<file path="config.mk">
export PLATFORM = sky130hd
export DESIGN_NAME = bram_stream_reader
export DESIGN_NICKNAME = d
export VERILOG_FILES = /design/src/rtl/bram_rd_pkg.sv /design/src/rtl/bram_rd_fifo.sv /design/src/rtl/bram_stream_reader.sv
export SDC_FILE = /design/constraint.sdc
export NUM_CORES = 1
export LEC_CHECK = 0
export ABC_CLOCK_PERIOD_IN_PS = 6100
export BUFFER_PORTS_ARGS = -buffer_cell sky130_fd_sc_hd__buf_2
export CAP_MARGIN = 5
export CORE_ASPECT_RATIO = 1.4
export CORE_UTILIZATION = 55
export CTS_BUF_LIST = sky130_fd_sc_hd__clkbuf_16
export DETAILED_ROUTE_END_ITERATION = 12
export PLACE_DENSITY = 0.79
export SKIP_LAST_GASP = 1
export SLEW_MARGIN = 20
export SYNTH_ARGS = -nofsm -noshare
export SYNTH_HDL_FRONTEND = slang
export SYNTH_SLANG_ARGS = --single-unit
</file>
<file path="constraint.sdc">
create_clock -name clk -period 6.1 [get_ports clk]
set_clock_uncertainty 0.05 [all_clocks]
set_input_delay 0 -clock clk [delete_from_list [all_inputs] [get_ports clk]]
set_output_delay 0 -clock clk [all_outputs]
set_load 0.005 [all_outputs]
</file>
<file path="src/rtl/bram_rd_pkg.sv">
// Shared definitions for the BRAM stream reader: FSM encoding, word geometry
// and the byte-reversal helper used when BRAM_RD_BYTESWAP_EN is defined.
package bram_rd_pkg;

    typedef enum logic [1:0] {
        IDLE  = 2'd0,
        RUN   = 2'd1,
        DRAIN = 2'd2
    } state_t;

    localparam int WORD_BYTES = 4;
    localparam int ADDR_STEP  = 4;

    // Reverse byte order of a 32-bit word.
    function automatic logic [31:0] byte_swap(input logic [31:0] d);
        return {d[7:0], d[15:8], d[23:16], d[31:24]};
    endfunction

endpackage

</file>
<file path="src/rtl/bram_rd_fifo.sv">
// Synchronous first-word-fall-through FIFO. The head entry is visible on dout
// whenever empty=0; push while full and pop while empty are ignored.
module bram_rd_fifo #(
    parameter int DEPTH = 4,
    parameter int WIDTH = 32,
    parameter int CNT_W = $clog2(DEPTH + 1)
) (
    input  logic             clk,
    input  logic             rst,
    input  logic             push,
    input  logic [WIDTH-1:0] din,
    input  logic             pop,
    output logic [WIDTH-1:0] dout,
    output logic [CNT_W-1:0] count,
    output logic             full,
    output logic             empty
);

    localparam int PTR_W = (DEPTH > 1) ? $clog2(DEPTH) : 1;

    logic [WIDTH-1:0] mem [DEPTH];
    logic [PTR_W-1:0] rd_ptr;
    logic [PTR_W-1:0] wr_ptr;
    logic             do_push;
    logic             do_pop;

    assign full    = (count == CNT_W'(DEPTH));
    assign empty   = (count == '0);
    assign do_push = push && !full;
    assign do_pop  = pop && !empty;
    assign dout    = mem[rd_ptr];

    // Advance a pointer with explicit wrap so non-power-of-2 depths work.
    function automatic logic [PTR_W-1:0] ptr_inc(input logic [PTR_W-1:0] p);
        return (p == PTR_W'(DEPTH - 1)) ? '0 : p + PTR_W'(1);
    endfunction

    // Storage array: written on push only.
    // NOTE: the data array is deliberately not reset; validity is tracked by
    // count and the pointers, and a reset-free array maps onto plain RAM/regs.
    always_ff @(posedge clk) begin
        if (do_push) begin
            mem[wr_ptr] <= din;
        end
    end

    // Pointer and occupancy bookkeeping.
    // NOTE: sequential state uses non-blocking assignments so every register
    // sees the pre-edge values of the others, independent of statement order.
    always_ff @(posedge clk) begin
        if (rst) begin
            rd_ptr <= '0;
            wr_ptr <= '0;
            count  <= '0;
        end else begin
            if (do_push) wr_ptr <= ptr_inc(wr_ptr);
            if (do_pop)  rd_ptr <= ptr_inc(rd_ptr);
            case ({do_push, do_pop})
                2'b10:   count <= count + CNT_W'(1);
                2'b01:   count <= count - CNT_W'(1);
                default: count <= count;
            endcase
        end
    end

endmodule

</file>
<file path="src/rtl/bram_stream_reader.sv">
// Port-B read master: on start, reads len consecutive 32-bit words from a
// byte base address (wrapping modulo MEM_BYTES), hides the BRAM read latency
// and emits the words as a valid/ready stream with tlast, buffered by a
// small FIFO. Optional macro BRAM_RD_BYTESWAP_EN byte-reverses each word.
module bram_stream_reader
    import bram_rd_pkg::*;
#(
    parameter int READ_LATENCY = 1,
    parameter int FIFO_DEPTH   = 4,
    parameter int MEM_BYTES    = 8192,
    parameter int LEN_W        = 16
) (
    input  logic             clk,
    input  logic             rst,
    input  logic             start,
    input  logic [31:0]      base_addr,
    input  logic [LEN_W-1:0] len,
    output logic             busy,
    output logic             done,
    output logic             bram_clk,
    output logic             bram_rst,
    output logic             bram_en,
    output logic [3:0]       bram_we,
    output logic [31:0]      bram_din,
    output logic [31:0]      bram_addr,
    input  logic [31:0]      bram_dout,
    output logic [31:0]      m_tdata,
    output logic             m_tvalid,
    input  logic             m_tready,
    output logic             m_tlast
);

    localparam int CNT_W = $clog2(FIFO_DEPTH + 1);

    state_t                    state;
    state_t                    state_next;
    logic [31:0]               addr;
    logic [LEN_W-1:0]          remaining;
    logic [LEN_W-1:0]          len_q;
    logic [LEN_W-1:0]          beat_cnt;
    logic [READ_LATENCY-1:0]   rd_vld;
    logic [31:0]               inflight;
    logic [CNT_W-1:0]          fifo_count;
    logic                      fifo_full;
    logic                      fifo_empty;
    logic [31:0]               fifo_din;
    logic [31:0]               fifo_dout;
    logic                      accept;
    logic                      issue;
    logic                      pop;
    logic                      fin;

    assign bram_clk = clk;
    assign bram_rst = rst;
    assign bram_we  = 4'h0;
    assign bram_din = 32'h0;

    // A start coinciding with the done pulse belongs to the finished transfer.
    assign accept = (state == IDLE) && start && !done;

    assign m_tvalid = !fifo_empty;
    assign m_tdata  = fifo_empty ? 32'h0 : fifo_dout;
    assign pop      = m_tvalid && m_tready;
    assign m_tlast  = m_tvalid && (beat_cnt == (len_q - LEN_W'(1)));
    assign fin      = (state == DRAIN) && (inflight == 32'h0) && pop && m_tlast;

`ifdef BRAM_RD_BYTESWAP_EN
    assign fifo_din = byte_swap(bram_dout);
`else
    assign fifo_din = bram_dout;
`endif

    // Reads issued but not yet in the FIFO: the registered enable plus the
    // latency pipeline.
    // NOTE: every variable written in always_comb gets a default at the top,
    // so no path can leave it unassigned and infer a latch.
    always_comb begin
        inflight = {31'b0, bram_en};
        for (int i = 0; i < READ_LATENCY; i++) begin
            inflight = inflight + {31'b0, rd_vld[i]};
        end
    end

    // FSM state register.
    always_ff @(posedge clk) begin
        if (rst) state <= IDLE;
        else     state <= state_next;
    end

    // FSM next-state logic.
    always_comb begin
        state_next = state;
        unique case (state)
            IDLE:    if (accept && (len != '0))                 state_next = RUN;
            RUN:     if (issue && (remaining == LEN_W'(1)))     state_next = DRAIN;
            DRAIN:   if (fin)                                   state_next = IDLE;
            default:                                            state_next = IDLE;
        endcase
    end

    // FSM outputs: busy flag and the credit-gated read issue decision.
    always_comb begin
        busy  = (state != IDLE);
        issue = (state == RUN) && (remaining != '0) && !fifo_full &&
                ((32'(fifo_count) + inflight) < 32'(FIFO_DEPTH));
    end

    // Transfer datapath: address/count tracking, registered BRAM request,
    // beat counter for tlast and the done pulse.
    always_ff @(posedge clk) begin
        if (rst) begin
            done      <= 1'b0;
            bram_en   <= 1'b0;
            bram_addr <= 32'h0;
            addr      <= 32'h0;
            remaining <= '0;
            len_q     <= '0;
            beat_cnt  <= '0;
        end else begin
            done    <= fin || (accept && (len == '0));
            bram_en <= issue;
            if (accept) begin
                addr      <= base_addr & ~32'(WORD_BYTES - 1);
                remaining <= len;
                len_q     <= len;
            end else if (issue) begin
                bram_addr <= addr;
                addr      <= (addr + 32'(ADDR_STEP)) & 32'(MEM_BYTES - 1);
                remaining <= remaining - LEN_W'(1);
            end
            if (accept)   beat_cnt <= '0;
            else if (pop) beat_cnt <= beat_cnt + LEN_W'(1);
        end
    end

    // Read-latency valid pipeline; the tail marks bram_dout as valid.
    always_ff @(posedge clk) begin
        if (rst) begin
            rd_vld <= '0;
        end else begin
            rd_vld[0] <= bram_en;
            for (int i = 1; i < READ_LATENCY; i++) begin
                rd_vld[i] <= rd_vld[i-1];
            end
        end
    end

    bram_rd_fifo #(
        .DEPTH (FIFO_DEPTH),
        .WIDTH (32),
        .CNT_W (CNT_W)
    ) u_fifo (
        .clk   (clk),
        .rst   (rst),
        .push  (rd_vld[READ_LATENCY-1]),
        .din   (fifo_din),
        .pop   (pop),
        .dout  (fifo_dout),
        .count (fifo_count),
        .full  (fifo_full),
        .empty (fifo_empty)
    );

endmodule

</file>
---- Word level (Yosys, flattened, before mapping) ----
Memory sizes are Yosys's and may differ from the RTL's. A register that Yosys moved wholly into a read port is not among the register bits.
Cells that the tools add are included.
operators by class
  reductions and logical operators ........ 31
  bitwise logic cells ..................... 1
  multiplexer cells ....................... 16
  $add $sub $neg .......................... 10
  eq/ne operators ......................... 12
  order comparisons ....................... 1
operator list
  operator               number
  $mux 32                3
  $logic_not 32->1       1
  $mux 16                2
  $reduce_bool 16->1     2
  $sub 16x1->16 const B  2
  $add 16x1->16 const B  1
  $eq 16x1->1 const B    1
  $eq 16x16->1           1
  $logic_not 16->1       1
  $logic_and 1x1->1      15
  $mux 2                 7
  $add 13x3->13 const B  1
  $eq 2x2->1 const B     4
  $pmux 2 s3             1
  $pmux 3 s2             1
  $reduce_bool 2->1      3
  $add 2x1->2 const B    2
  $add 3x2->4            1
  $eq 2x1->1 const B     2
  $lt 4x3->1 const B     1
  $ne 2x2->1 const B     2
  $add 3x1->3 const B    1
  $eq 3x3->1 const B     1
  $logic_not 1->1        3
  other kinds (11)       12
word-level totals
  register bits after elaboration ......... 124
  memories ................................ 1
  input bits .............................. 84
  RAM bits ................................ 128
  output and inout bits ................... 107
  logic and storage cells ................. 85
memory list
  name        words  bits a word  rd ports  clocked after memory_dff  write ports  line                text
  u_fifo.mem  4      32           1         1                         1            bram_rd_fifo.sv:21  logic [WIDTH-1:0] mem [DEPTH];

---- Depth between registers and ports, before layout ----
  depth in word-level cells ............... 7
  gate-level depth with buffers ........... 10
  depth with buffers taken out ............ 9

---- Modules after synthesis ----
From an unflattened synthesis, not the netlist that was laid out.
second synthesis, totals
  cells, all modules ...................... 959
  area total of the unflattened synthesis .. 10881.7 um^2
by module, submodules not included
  module              area an instance (um^2)  instances  cells an instance  seq. area each (um^2)
  bram_stream_reader  5779.3                   1          738                2262.2
  bram_rd_fifo        5102.4                   1          221                4023.9

==> results.cfg <==
[logic_synthesis]
synth_cell_types = 67
syn_area_um2 = 10800
syn_inst = 967
synth_top_flop_cell = edfxtp_1
synth-async-reset-ratio_pct = 0
syn_avg_cell_area_um2 = 11.2
ys_seq_area_share_pct = 58.0
synth_edf_count = 128
ys_ff_latch = 250
yosysWarnings = 0

[critical_path]
cp_top_family = simple AND/OR/NAND/NOR gates
cpMostUsedCell = nor2_1
crit_fanout = 39
cp_data_arrival_time_ns = 4.06
cp-end-kind = flop
max_stage_delay_ns = 0.62
crit_chain = or4_1 > nor2_1 > a21oi_4 > buf_4 > nor2_1 > o21ai_0 > a21oi_1 > dlygate4sd3_1
cp_num_buf_inv = 2
reg2reg_depth = 8
r2r-end = addr[10]$_SDFFE_PP0P_
rrSetupSlack_ns = 2.57
cp_data_required_time_ns = 6.62
slowest_stage = or4_1
path_class = flop to flop
r2r-start = remaining[8]$_SDFFE_PP0P_
start_kind = flop

[sta]
fin_crit_sh_pct = 57.9
drv_slew = 0
period_minus_slack_ns = 3.53
rsz0062_at_grt = false
setup_violations = 0
worst_slew_pin_slew_ns = 1.09
hold_viol_final = 0
totalNegativeSetupSlack_ns = 0
clock.fmax_mhz = 283
slew-limit-headroom_pct = 27.6

[floorplanning]
core_area_um2 = 19200
ios = 191
row_count = 60
start_util_pct = 56.3
die_area_um2 = 20300
die_w_um = 121
die_h_um = 168

[route]
drt_pass1_iterations = 5
dr_total_vias = 8091
ant_nets = 0
wl_per_cell_um = 16.9
post-route-drc-count = 0
drt-initial-drc-count = 535
viasPerCell = 5.56
wirelength_um = 24500

[placement]
io_buffers = 150
dp_cells = 1312
place_hpwl_um = 14300
dpl_cell_area_um2 = 11600
gp_congestion = 0.808

[grt]
grt_use_total_pct = 24.3
grt_pass1_vias = 8168
gr-total-overflow = 0
grt_max_degree = 108
grt_pass1_wl_um = 39600
antenna_found_initial = 0

[clock_tree]
clock_latency_ns = 0.63
cts_tree = done
cts_resized = 0
cts.clk_slew.worst_paths_ns = 0.07

[pwr]
p_per_area_nw_per_um2 = 294
p_leak_nw = 5.01
internal_power_mw = 2.94
p_sw_share_pct = 25.1
power_frac_clock_pct = 37.2
max-vdd-ir-drop_uv = 303
p_total_mw = 3.93
seqPwrFrac_pct = 47.6
netSwitchingPower_uw = 988
power_frac_comb_pct = 15.2

[final_layout]
antenna_cells = 0
nNetsFinal = 1288
finalInstanceArea_um2 = 13300
instances_no_fill = 1455
area_delta_synth_final_pct = 23.3
drive_gt1_share_pct = 20.0

[min_path]
hold_path_startpoint = bram_dout[12]
hold-path-endpoint = u_fifo.mem[1][12]$_DFFE_PP_
min_path_cells = 2
hp-class = primary input to flop

[run]
cap_violations = 0

[run_status]
outcome = completed
==> worst max path at each step <==
| stage | startpoint | end | depth (start not counted) |
|---|---|---|---|
| floorplan | clk | bram_clk | 1 |
| global placement | clk | bram_clk | 1 |
| detailed placement | clk | bram_clk | 1 |
| CTS | u_fifo.count[0]$_SDFFE_PP0P_ | m_tlast | 6 |
| global route | remaining[8]$_SDFFE_PP0P_ | addr[6]$_SDFFE_PP0P_ | 8 |
| finish | remaining[8]$_SDFFE_PP0P_ | addr[10]$_SDFFE_PP0P_ | 8 |
==> what timing repair did <==
item	4_1_cts	5_1_grt
endpoints found under the setup margin	0	0
hold endpoints to repair	205	0
setup buffers	0	0
hold buffers	96	0
==> layer usage <==
metal / routed length [um] / vias up / GRT usage [%]
met5: 0 / - / 0
met1: 9560 / 3910 / 28.6
met3: 1480 / 45 / 4.27
met2: 12900 / 302 / 44.2
li1: - / 3834 / -
met4: 578 / 0 / 8.16
==> kinds of logic (layout without fill, tap and decap cells) <==
family	after synthesis	after routing	share of synthesized area, %
compound gates	155	155	8.53
xor+xnor	36	36	2.91
fa+ha+maj	15	15	1.80
buf+inv	122	325	5.71
flops	250	250	58.0
mux	38	38	7.24
other cells	1	38	0.0346
simple gates	350	350	15.7
==> cell usage after synthesis (all sizes together) (2+ instances only) <==
| cell | instances | share of area [%] |
|---|---|---|
| or2 | 2 | 0.12 |
| or3b | 2 | 0.16 |
| mux4 | 32 | 6.7 |
| edfxtp | 128 | 35 |
| mux2i | 3 | 0.28 |
| nand4 | 14 | 0.81 |
| o311ai | 4 | 0.32 |
| o21ai | 14 | 0.65 |
| a31oi | 6 | 0.35 |
| o31a | 3 | 0.24 |
| a311oi | 3 | 0.24 |
| a31o | 2 | 0.16 |
| nor4 | 17 | 1.2 |
| a32oi | 6 | 0.49 |
| ha | 14 | 1.6 |
| nor3b | 4 | 0.32 |
| nand2b | 2 | 0.12 |
| nand3 | 33 | 1.5 |
| nor2 | 59 | 2.0 |
| buf | 53 | 3.3 |
| or4 | 4 | 0.28 |
| o22ai | 2 | 0.12 |
| nor4b | 2 | 0.16 |
| a22oi | 2 | 0.14 |
| a221oi | 2 | 0.16 |
| o211ai | 3 | 0.21 |
| a211oi | 3 | 0.21 |
| or3 | 11 | 0.65 |
| a21oi | 94 | 4.3 |
| xor2 | 16 | 1.3 |
| and2 | 38 | 2.2 |
| and3 | 8 | 0.51 |
| nor3 | 11 | 0.55 |
| dfxtp | 122 | 23 |
| clkbuf | 47 | 1.6 |
| a2bb2oi | 2 | 0.16 |
| mux2 | 3 | 0.31 |
| xnor2 | 20 | 1.6 |
| nand2 | 139 | 4.8 |
| inv | 22 | 0.76 |
==> layout make-up <==
class / instances / area (um^2)
clock buffer: 28 / 681
sequential: 250 / 6290
timing repair buffer: 255 / 1780
tap: 248 / 310
multi-input combinational: 632 / 4090
inverter: 22 / 82.6
clock inverter: 20 / 118
fill: 1364 / 5870
==> metrics by stage <==
stage               hold slack [ns]  util [%]  worst slack [ns]
global placement             0.0329      60.3              2.90
detailed placement           0.0329      60.3              2.90
finish                       0.0821      69.5              2.57
CTS                          0.0562      69.4              2.50
floorplan                    0.0308         -              2.89
global route                 0.0687      69.5              2.34
==> flip-flops by register name, indices dropped and copies added, names as in the netlist, named ones only <==
register       count
u_fifo.mem       128
addr              30
bram_addr         30
beat_cnt          16
len_q             16
remaining         16
u_fifo.count       3
state              2
u_fifo.rd_ptr      2
u_fifo.wr_ptr      2
bram_en            1
done               1
rd_vld             1
==> power by group through the flow <==
| stage | clock, mW | combinational [mW] | sequential [mW] |
|---|---|---|---|
| after CTS | 1.48 | 0.595 | 1.87 |
| after global routing | 1.55 | 0.664 | 1.88 |
| after global placement | 0.00712 | 0.530 | 1.90 |
| after detailed placement | 0.00712 | 0.540 | 1.91 |
| after floorplan | 0.0106 | 0.396 | 1.89 |
| final | 1.46 | 0.598 | 1.87 |
==> placed cells by master, fill, tap and decap left out, drive strengths merged, types with 14 or more instances in the layout <==
cell and count:
a21oi 94, ha 14, o21ai 14, xor2 16, nand3 33, inv 30, dlygate4sd3 96, mux4 32
nand4 14, nor2 59, and2 38, clkbuf 27, conb 38, xnor2 20, nor4 17, edfxtp 128
nand2 139, dfxtp 122, buf 160
Power figures use the tool's default switching activity.
